==> config.mk <==
export PLATFORM = sky130hd
export DESIGN_NAME = clk_div_multi_flat
export DESIGN_NICKNAME = d
export VERILOG_FILES = /design/src/rtl/clk_div_multi_if.sv /design/src/rtl/clk_div_multi.sv /design/src/flat_wrapper.sv
export SDC_FILE = /design/constraint.sdc
export NUM_CORES = 1
export LEC_CHECK = 0
export CAP_MARGIN = 20
export CORE_ASPECT_RATIO = 0.8
export CORE_MARGIN = 4
export CORE_UTILIZATION = 48
export CTS_CLUSTER_DIAMETER = 120
export CTS_CLUSTER_SIZE = 12
export DETAILED_ROUTE_END_ITERATION = 8
export PLACE_DENSITY_LB_ADDON = 0.05
export SLEW_MARGIN = 20
export SYNTH_ARGS = -nofsm -noshare
export SYNTH_HDL_FRONTEND = slang
export SYNTH_SLANG_ARGS = --single-unit
export TNS_END_PERCENT = 1
==> constraint.sdc <==
create_clock -name clk -period 5.9 [get_ports clk]
set_input_delay 1.18 -clock clk [delete_from_list [all_inputs] [get_ports clk]]
set_output_delay 1.18 -clock clk [all_outputs]
set_load 0.03 [all_outputs]
==> src/rtl/clk_div_multi_if.sv <==
// Control/status bundle for the multi-channel clock divider: run requests,
// divisor writes and sync strobe in; divided clocks, ticks and busy flags out.
interface clk_div_multi_if #(
    parameter int NCH   = 4,
    parameter int DIV_W = 8
);
    localparam int SEL_W = (NCH > 1) ? $clog2(NCH) : 1;

    logic [NCH-1:0]   en;
    logic             div_wr;
    logic [SEL_W-1:0] div_sel;
    logic [DIV_W-1:0] div_data;
    logic             sync;
    logic [NCH-1:0]   div_clk;
    logic [NCH-1:0]   tick;
    logic [NCH-1:0]   div_busy;

    modport master (
        output en, div_wr, div_sel, div_data, sync,
        input  div_clk, tick, div_busy
    );

    modport slave (
        input  en, div_wr, div_sel, div_data, sync,
        output div_clk, tick, div_busy
    );
endinterface

==> src/rtl/clk_div_multi.sv <==
// Multi-channel programmable clock divider; divisor and run changes only land
// on period boundaries so the divided outputs never glitch.
//   state | meaning
//   IDLE  | stopped, cnt=0, div_clk=0
//   RUN   | counting, run request held
//   STOP  | run request dropped, finishing current period
module clk_div_multi #(
    parameter int             NCH      = 4,
    parameter int             DIV_W    = 8,
    parameter int             DIV_INIT = 2,
    parameter logic [NCH-1:0] PULSE    = '0
) (
    input  logic           clk,
    input  logic           rst_n,
    clk_div_multi_if.slave bus
);
    localparam int SEL_W = (NCH > 1) ? $clog2(NCH) : 1;

    typedef enum logic [1:0] {IDLE, RUN, STOP} state_t;

    state_t           state    [NCH];
    state_t           state_nx [NCH];
    logic [DIV_W-1:0] cnt      [NCH];
    logic [DIV_W-1:0] cnt_nx   [NCH];
    logic [DIV_W-1:0] active   [NCH];
    logic [DIV_W-1:0] active_nx[NCH];
    logic [DIV_W-1:0] pending   [NCH];
    logic [DIV_W-1:0] pending_nx[NCH];
    logic [NCH-1:0]   clk_q, clk_nx;
    logic [NCH-1:0]   tick_q, tick_nx;
    logic [NCH-1:0]   busy_q, busy_nx;

    always_ff @(posedge clk or negedge rst_n) begin
        if (!rst_n) begin
            for (int c = 0; c < NCH; c++) begin
                state[c]   <= IDLE;
                cnt[c]     <= '0;
                active[c]  <= DIV_W'(DIV_INIT);
                pending[c] <= DIV_W'(DIV_INIT);
            end
            clk_q  <= '0;
            tick_q <= '0;
            busy_q <= '0;
        end else begin
            state   <= state_nx;
            cnt     <= cnt_nx;
            active  <= active_nx;
            pending <= pending_nx;
            clk_q   <= clk_nx;
            tick_q  <= tick_nx;
            busy_q  <= busy_nx;
        end
    end

    logic             wr_hit, wrap, running, resync, apply;
    logic [DIV_W:0]   div_eff, high;
    logic [DIV_W-1:0] last, cnt_inc;

    always_comb begin
        state_nx   = state;
        cnt_nx     = cnt;
        active_nx  = active;
        pending_nx = pending;
        clk_nx     = clk_q;
        tick_nx    = tick_q;
        busy_nx    = busy_q;
        wr_hit     = 1'b0;
        wrap       = 1'b0;
        running    = 1'b0;
        resync     = 1'b0;
        apply      = 1'b0;
        div_eff    = '0;
        high       = '0;
        last       = '0;
        cnt_inc    = '0;
        for (int c = 0; c < NCH; c++) begin
            wr_hit  = bus.div_wr && (bus.div_sel == SEL_W'(c));
            // divisors 0 and 1 run as 2; the extra bit keeps ceil(D/2) from overflowing at max N
            div_eff = (active[c] < DIV_W'(2)) ? (DIV_W+1)'(2) : {1'b0, active[c]};
            last    = DIV_W'(div_eff - (DIV_W+1)'(1));
            high    = PULSE[c] ? (DIV_W+1)'(1) : ((div_eff + (DIV_W+1)'(1)) >> 1);
            wrap    = (cnt[c] == last);
            cnt_inc = wrap ? '0 : cnt[c] + DIV_W'(1);
            running = (state[c] != IDLE);
            resync  = running && bus.sync;
            apply   = (!running && bus.en[c]) || resync || (running && wrap);

            if (!running) begin
                cnt_nx[c]  = '0;
                clk_nx[c]  = bus.en[c];
                tick_nx[c] = 1'b0;
                if (bus.en[c]) state_nx[c] = RUN;
            end else begin
                if (bus.sync) begin
                    cnt_nx[c]  = '0;
                    clk_nx[c]  = 1'b1;
                    tick_nx[c] = 1'b0;
                end else begin
                    cnt_nx[c]  = cnt_inc;
                    clk_nx[c]  = ({1'b0, cnt_inc} < high);
                    tick_nx[c] = (cnt_inc == last);
                end
                if (state[c] == RUN) begin
                    if (!bus.en[c]) state_nx[c] = STOP;
                end else if (bus.en[c]) begin
                    state_nx[c] = RUN;
                end else if (wrap && !bus.sync) begin
                    state_nx[c] = IDLE;
                    clk_nx[c]   = 1'b0;
                end
            end

            // a write coinciding with sync is applied directly; with a wrap it waits one period
            if (apply) begin
                if (wr_hit && resync) begin
                    active_nx[c]  = bus.div_data;
                    pending_nx[c] = bus.div_data;
                    busy_nx[c]    = 1'b0;
                end else begin
                    active_nx[c] = pending[c];
                    busy_nx[c]   = wr_hit;
                    if (wr_hit) pending_nx[c] = bus.div_data;
                end
            end else if (wr_hit) begin
                pending_nx[c] = bus.div_data;
                busy_nx[c]    = 1'b1;
            end
        end
    end

    assign bus.div_clk  = clk_q;
    assign bus.tick     = tick_q;
    assign bus.div_busy = busy_q;
endmodule
==> src/flat_wrapper.sv <==
// flat-port wrapper written by rule: the top's interface ports become plain ports
module clk_div_multi_flat 
#(
    parameter int             NCH      = 4,
    parameter int             DIV_W    = 8,
    parameter int             DIV_INIT = 2,
    parameter logic [NCH-1:0] PULSE    = '0
)
  (clk, rst_n, bus_en, bus_div_wr, bus_div_sel, bus_div_data, bus_sync, bus_div_clk, bus_tick, bus_div_busy);
  clk_div_multi_if #(.NCH(NCH), .DIV_W(DIV_W)) bus_i ();
  input  logic clk;
  input  logic rst_n;
  input wire logic [$bits(bus_i.en)-1:0] bus_en;
  input wire logic [$bits(bus_i.div_wr)-1:0] bus_div_wr;
  input wire logic [$bits(bus_i.div_sel)-1:0] bus_div_sel;
  input wire logic [$bits(bus_i.div_data)-1:0] bus_div_data;
  input wire logic [$bits(bus_i.sync)-1:0] bus_sync;
  output wire logic [$bits(bus_i.div_clk)-1:0] bus_div_clk;
  output wire logic [$bits(bus_i.tick)-1:0] bus_tick;
  output wire logic [$bits(bus_i.div_busy)-1:0] bus_div_busy;
  assign bus_i.en = bus_en;
  assign bus_i.div_wr = bus_div_wr;
  assign bus_i.div_sel = bus_div_sel;
  assign bus_i.div_data = bus_div_data;
  assign bus_i.sync = bus_sync;
  assign bus_div_clk = bus_i.div_clk;
  assign bus_tick = bus_i.tick;
  assign bus_div_busy = bus_i.div_busy;
  clk_div_multi #(.NCH(NCH), .DIV_W(DIV_W), .DIV_INIT(DIV_INIT), .PULSE(PULSE)) u_core (.clk(clk), .rst_n(rst_n), .bus(bus_i));
endmodule
# Word level (Yosys, flattened, before mapping)
# Cells that the tools add are included.
[totals]
register_bits = 116
in_bits = 18
out_inout_bits = 12
elab_cells = 215
[classes]
n_addsub = 12
n_lt_le_gt_ge = 8
eq_ne = 19
muxes = 96
n_reduce_logical = 58
[op_table]
columns = ["operator", "n"]
rows = [
  ["8-bit two-way mux", 32],
  ["8-bit == test", 8],
  ["2-bit two-way mux", 24],
  ["1-bit two-way mux", 40],
  ["9-bit by 1-bit adder with 9-bit output (second input constant)", 4],
  ["8-bit by 1-bit adder with 8-bit output (second input constant)", 4],
  ["8-bit by 2-bit less-than comparator with 1-bit output (second input constant)", 4],
  ["8-bit less-than comparator", 4],
  ["8-bit by 1-bit subtractor with 8-bit output (second input constant)", 4],
  ["1-bit logical AND", 24],
  ["2-bit nonzero test", 12],
  ["3-bit != test (second input constant)", 4],
  ["3-bit AND reduction", 4],
  ["3-bit nonzero test", 4],
  ["2-bit by 1-bit == test with 1-bit output (second input constant)", 5],
  ["1-bit logical OR", 8],
  ["1-bit zero test", 5],
  ["2-bit == test (second input constant)", 2],
  ["2-bit zero test", 1],
]

# Longest topological paths before layout
[depth]
word_depth = 11
mapped_depth = 21
ltp_nobuf = 18

# Worst setup path after synthesis
# OpenSTA, ideal clock, no wires.
[synth_path]
path_type = "register to register"
start = "register u_core.active[28] (netlist name)"
end = "register u_core.clk_q[0] (netlist: u_core.bus.div_clk[0])"
setup_ns = 0.077
t_arrival_ns = 4.051
required_ns = 5.823
path_slack_ns = 1.772
stages_incl_launch_ff = 19
path_buffers = 3
synth_period_minus_slack_ns = 4.128
cell_sequence = "dfrtp_1 > clkbuf_1 > nor4_1 > a21bo_2 > ha_1 > nor3b_1 > xnor2_1 > xnor2_1 > nor4_1 > nor4bb_1 > buf_2 > buf_2 > nor2_1 > ha_1 > a21o_1 > a21o_1 > a21oi_1 > o22ai_1 > a21oi_1"
[synth_via]
elab_chain_cells = 11
elab_cells_between_ends = 13
cone_classes = "add/sub: 2; order compare: 2; eq/ne: 1; mux: 7; reduce/logical: 1"
[synth_rtl]
columns = ["element", "line_no", "source"]
rows = [
  ["start: declaration", "clk_div_multi.sv:25", "logic [DIV_W-1:0] active [NCH];"],
  ["start signal: indexed assignment", "clk_div_multi.sv:38", "active[c] <= DIV_W'(DIV_INIT);"],
  ["start signal: assignment", "clk_div_multi.sv:47", "active <= active_nx;"],
  ["8-bit by 2-bit less-than comparator with 1-bit output", "clk_div_multi.sv:79", "div_eff = (active[c] < DIV_W'(2)) ? (DIV_W+1)'(2) : {1'b0, active[c]};"],
  ["8-bit two-way mux *", "clk_div_multi.sv:79", ""],
  ["8-bit by 1-bit subtractor with 8-bit output", "clk_div_multi.sv:80", "last = DIV_W'(div_eff - (DIV_W+1)'(1));"],
  ["8-bit == test", "clk_div_multi.sv:82", "wrap = (cnt[c] == last);"],
  ["8-bit two-way mux", "clk_div_multi.sv:83", "cnt_inc = wrap ? '0 : cnt[c] + DIV_W'(1);"],
  ["8-bit less-than comparator", "clk_div_multi.sv:100", "clk_nx[c] = ({1'b0, cnt_inc} < high);"],
  ["1-bit two-way mux", "clk_div_multi.sv:94", "if (bus.sync) begin"],
  ["1-bit two-way mux", "clk_div_multi.sv:107", "end else if (wrap && !bus.sync) begin"],
  ["1-bit two-way mux", "clk_div_multi.sv:105", "end else if (bus.en[c]) begin"],
  ["1-bit two-way mux *", "clk_div_multi.sv:103", "if (state[c] == RUN) begin"],
  ["1-bit two-way mux *", "clk_div_multi.sv:88", "if (!running) begin"],
  ["net u_core.clk_nx[0]", "clk_div_multi.sv:29", "logic [NCH-1:0] clk_q, clk_nx;"],
  ["end signal: assignment", "clk_div_multi.sv:49", "clk_q <= clk_nx;"],
  ["end: declaration", "clk_div_multi.sv:29", ""],
]
# Mark *: on every way through the listed nets, which the timed path passes. The rest lies on a longest branch.
# A chain may end at the register's enable or synchronous reset.

# Final worst setup path
[layout_path]
start = "register u_core.active[14] (netlist name)"
end = "register u_core.clk_q[2] (netlist: u_core.bus.div_clk[2])"
# The elaborated chain is that of the path after synthesis.

==> summary.md <==
| Metric | Value |
|---|---|
| Status | finished, final reports clean |
| Initial antenna violation count | 0 |
| Die area | 0.0190 sq mm |
| Grt ovf | 0 |
| Post-route insts no fill | 1118 |
| Cts hold-fix bufs | 0 |
| Gate count of the mapped netlist | between 800 and 900 |
| Crit Path Class | reg -> reg |
| FF-to-FF setup slack | 1.10 ns |
| H-tree Lvls | 4 |
| Gpl congestion | 0.947 |
| Most frequent cell after synthesis | nor2_1 |
| Initial Util | 48.8% |
| Largest net degree at the start of global routing | between 80 and 90 |
| CP Launch Type | flip-flop |
| Yosys warns | 0 |
| Synth-to-Final Area Change | 13.3% |
| Top FF cell, synth | dfrtp_1 |
| Clock buffer depth | 2 |
| Synth top area cells | dfrtp_1, ha_1, nor2_1, xnor2_1, xor2_1 |
| FP Rows | 42 |
| Power per standard cell area | 350 mW/mm^2 |
| CTS tree | built |
| Maximum vdd drop | 0.000201 V |
| Dominant cell type by area after synthesis | dfrtp_1 |
| Worst Path Arrival | 5.13 ns |
| Placed insts | 1087 |
| Post-synth EDFFs | 0 |
| Relative slew margins | between 40% and 50% |
| Nets | 944 |
| Share of synthesized registers carrying an async set or reset | 100% |
| CP max FO | 14 |
| First-pass GRT wire length | 31100 microns |
| Unrepaired setup endpoints after global routing | no |
| Routed WL per cell | around 17 microns |
| Synth Register Bits | approximately 120 |
| Worst Tran Pin Value | 0.791 ns |
| CTS resizes | 0 |
| Inserted Diodes | 0 |
| Vias in the first global route | 6210 |
| Part of the cycle the worst path needs | 81.4% |
| DRT Pass-1 Iters | 7 |
| Via count | between 6000 and 7000 |
| TNS Setup | 0 ns |
| Max Cap Violations | 0 |
| Synthesized area | between 0.008 and 0.009 sq mm |
| Leak | 0.00382 uW |
| Post-synth cell types | 78 |
| Die Ht | 124 microns |
| Worst setup EP type | flip-flop |
| Die X | about 150 microns |
| Max-slew violations | 0 |
| Final setup viols | 0 |
| Detailed Place HPWL | around 14000 microns |
| 1st-iter DRT viols | approximately 450 |
| Final Hold Fails | 0 |
| CTS Root Cell | clkbuf_16 |
| Clk sinks | 116 |
| Routed Antenna Nets | 0 |
| Share of cells above drive strength 1 | a little over an eighth |
| GRT Total Usage | approximately a fifth |
| Cts bufs inserted | 17 |
| Core area | 0.0166 sq mm |
| Vias per cell | 5.77 |
| Routed WL | 18600 microns |
| PortBufs | 29 |
| Period minus WS final | just under 5 ns |
| Share of the synthesized area in the top cell type | 33.4% |
| Post-synthesis net count | 938 |
| Avg Cell Area, Syn | 9.18 sq um |
| DRC Markers | 0 |
| Clock transition at path regs | 0.05 ns |
| Clock Skew | 0.00624 ns |
| Place WS | between 1 and 1.5 ns |
| Num ports | 30 |
| Synth top cells by count | nor2_1, dfrtp_1, nand2_1 |
| HP Class | reg -> reg |
| Register area share after synthesis | a little over a third |
| Post CTS Setup Buffer Count | 0 |
| Clk Latency, worst-skew pair | 0.42 ns |
| Fmax | approximately 0.21 GHz |
| Worst EP required | roughly 6.2 ns |
| Final worst slack | between 1 and 1.5 ns |
through the flow:
stage	cell area (sq um)	power [uW]	util, %	hold slack, ns
finish	9160	3210	55.3	0.503
global route	9160	3410	55.3	0.514
CTS	9150	3220	55.3	0.505
detailed placement	8500	2080	51.4	0.492
global placement	8500	2060	51.4	0.488
floorplan	8080	1860	-	0.479
worst max-delay path: stages (launching register included):
cell	delay, ns
dfrtp_1	0.51
nor4_2	0.68
nand2_1	0.11
nand2_1	0.15
ha_1	0.28
nor3b_1	0.57
and3_1	0.26
o2111ai_1	0.15
a2111oi_4	0.74
or2b_4	0.28
inv_1	0.06
ha_1	0.19
a21o_1	0.18
a21o_1	0.17
a21oi_1	0.13
o21ai_0	0.09
o221ai_1	0.17
routing by layer:
layer	up-vias	GRT usage [%]	routed length [microns]	part of all wire [%]
met2	143	31.7	8310	45
li1	3141	-	-	-
met1	3145	28.2	9210	49
met3	20	4.48	840	4.5
met5	-	0	0	0
met4	0	6.46	248	1.3
final timing paths:
kind | from | endpoint | depth (start not counted)
hold reg to reg | u_core.pending[15] | u_core.pending[15] | 1
hold / removal | u_core.pending[15] | u_core.pending[15] | 1
setup / recovery | u_core.active[14] | u_core.bus.div_clk[2] | 16
min in group asynchronous | rst_n | u_core.cnt[13] | 1
setup reg to reg | u_core.active[14] | u_core.bus.div_clk[2] | 16
max in group asynchronous | rst_n | u_core.active[9] | 2
area by class of cell:
type / count / area (sq um)
Clock buffer: 20 / 467
Sequential cell: 116 / 2910
Timing Repair Buffer: 39 / 367
Fill cell: 1477 / 7400
Multi-Input combinational cell: 689 / 4870
Clock inverter: 11 / 176
Inverter: 23 / 86.3
Tap cell: 220 / 275
state kept, by name (all words and copies together), names as in the netlist:
| register | cells |
|---|---|
| u_core.active | 32 |
| u_core.cnt | 32 |
| u_core.pending | 32 |
| u_core.state | 8 |
| u_core.bus.div_busy | 4 |
| u_core.bus.div_clk | 4 |
| u_core.bus.tick | 4 |
report_power, final:
part	internal, uW	leakage, uW	switching [uW]
Combinational	446	0.00209	531
Clock	739	0.000301	380
Sequential	920	0.00143	192
Total	2100	0.00382	1100
logic make-up after synthesis:
family	count (synthesis)	share of synthesized area, %
buffers and inverters	75	3.90
AOI/OAI and AO/OA	159	14.0
adders and majority gates	40	6.19
DFF	116	36.0
xor gates and xnor gates	96	10.8
muxes	68	9.00
and+or+nand+nor	326	20.1
placed cells by master, fill, tap and decap left out, types with 9 or more instances in the layout:
cell type	n
a21o_1	10
a21oi_1	41
and3_1	9
buf_4	10
clkbuf_16	17
clkdlybuf4s50_1	28
dfrtp_1	108
ha_1	40
inv_1	23
mux2_2	33
mux2i_1	34
nand2_1	60
nand3_1	30
nand4_1	11
nor2_1	120
nor3_1	19
nor3b_1	9
o21ai_0	30
or3_1	9
xnor2_1	48
xor2_1	46
No activity file was read; power rests on OpenSTA's default activity.
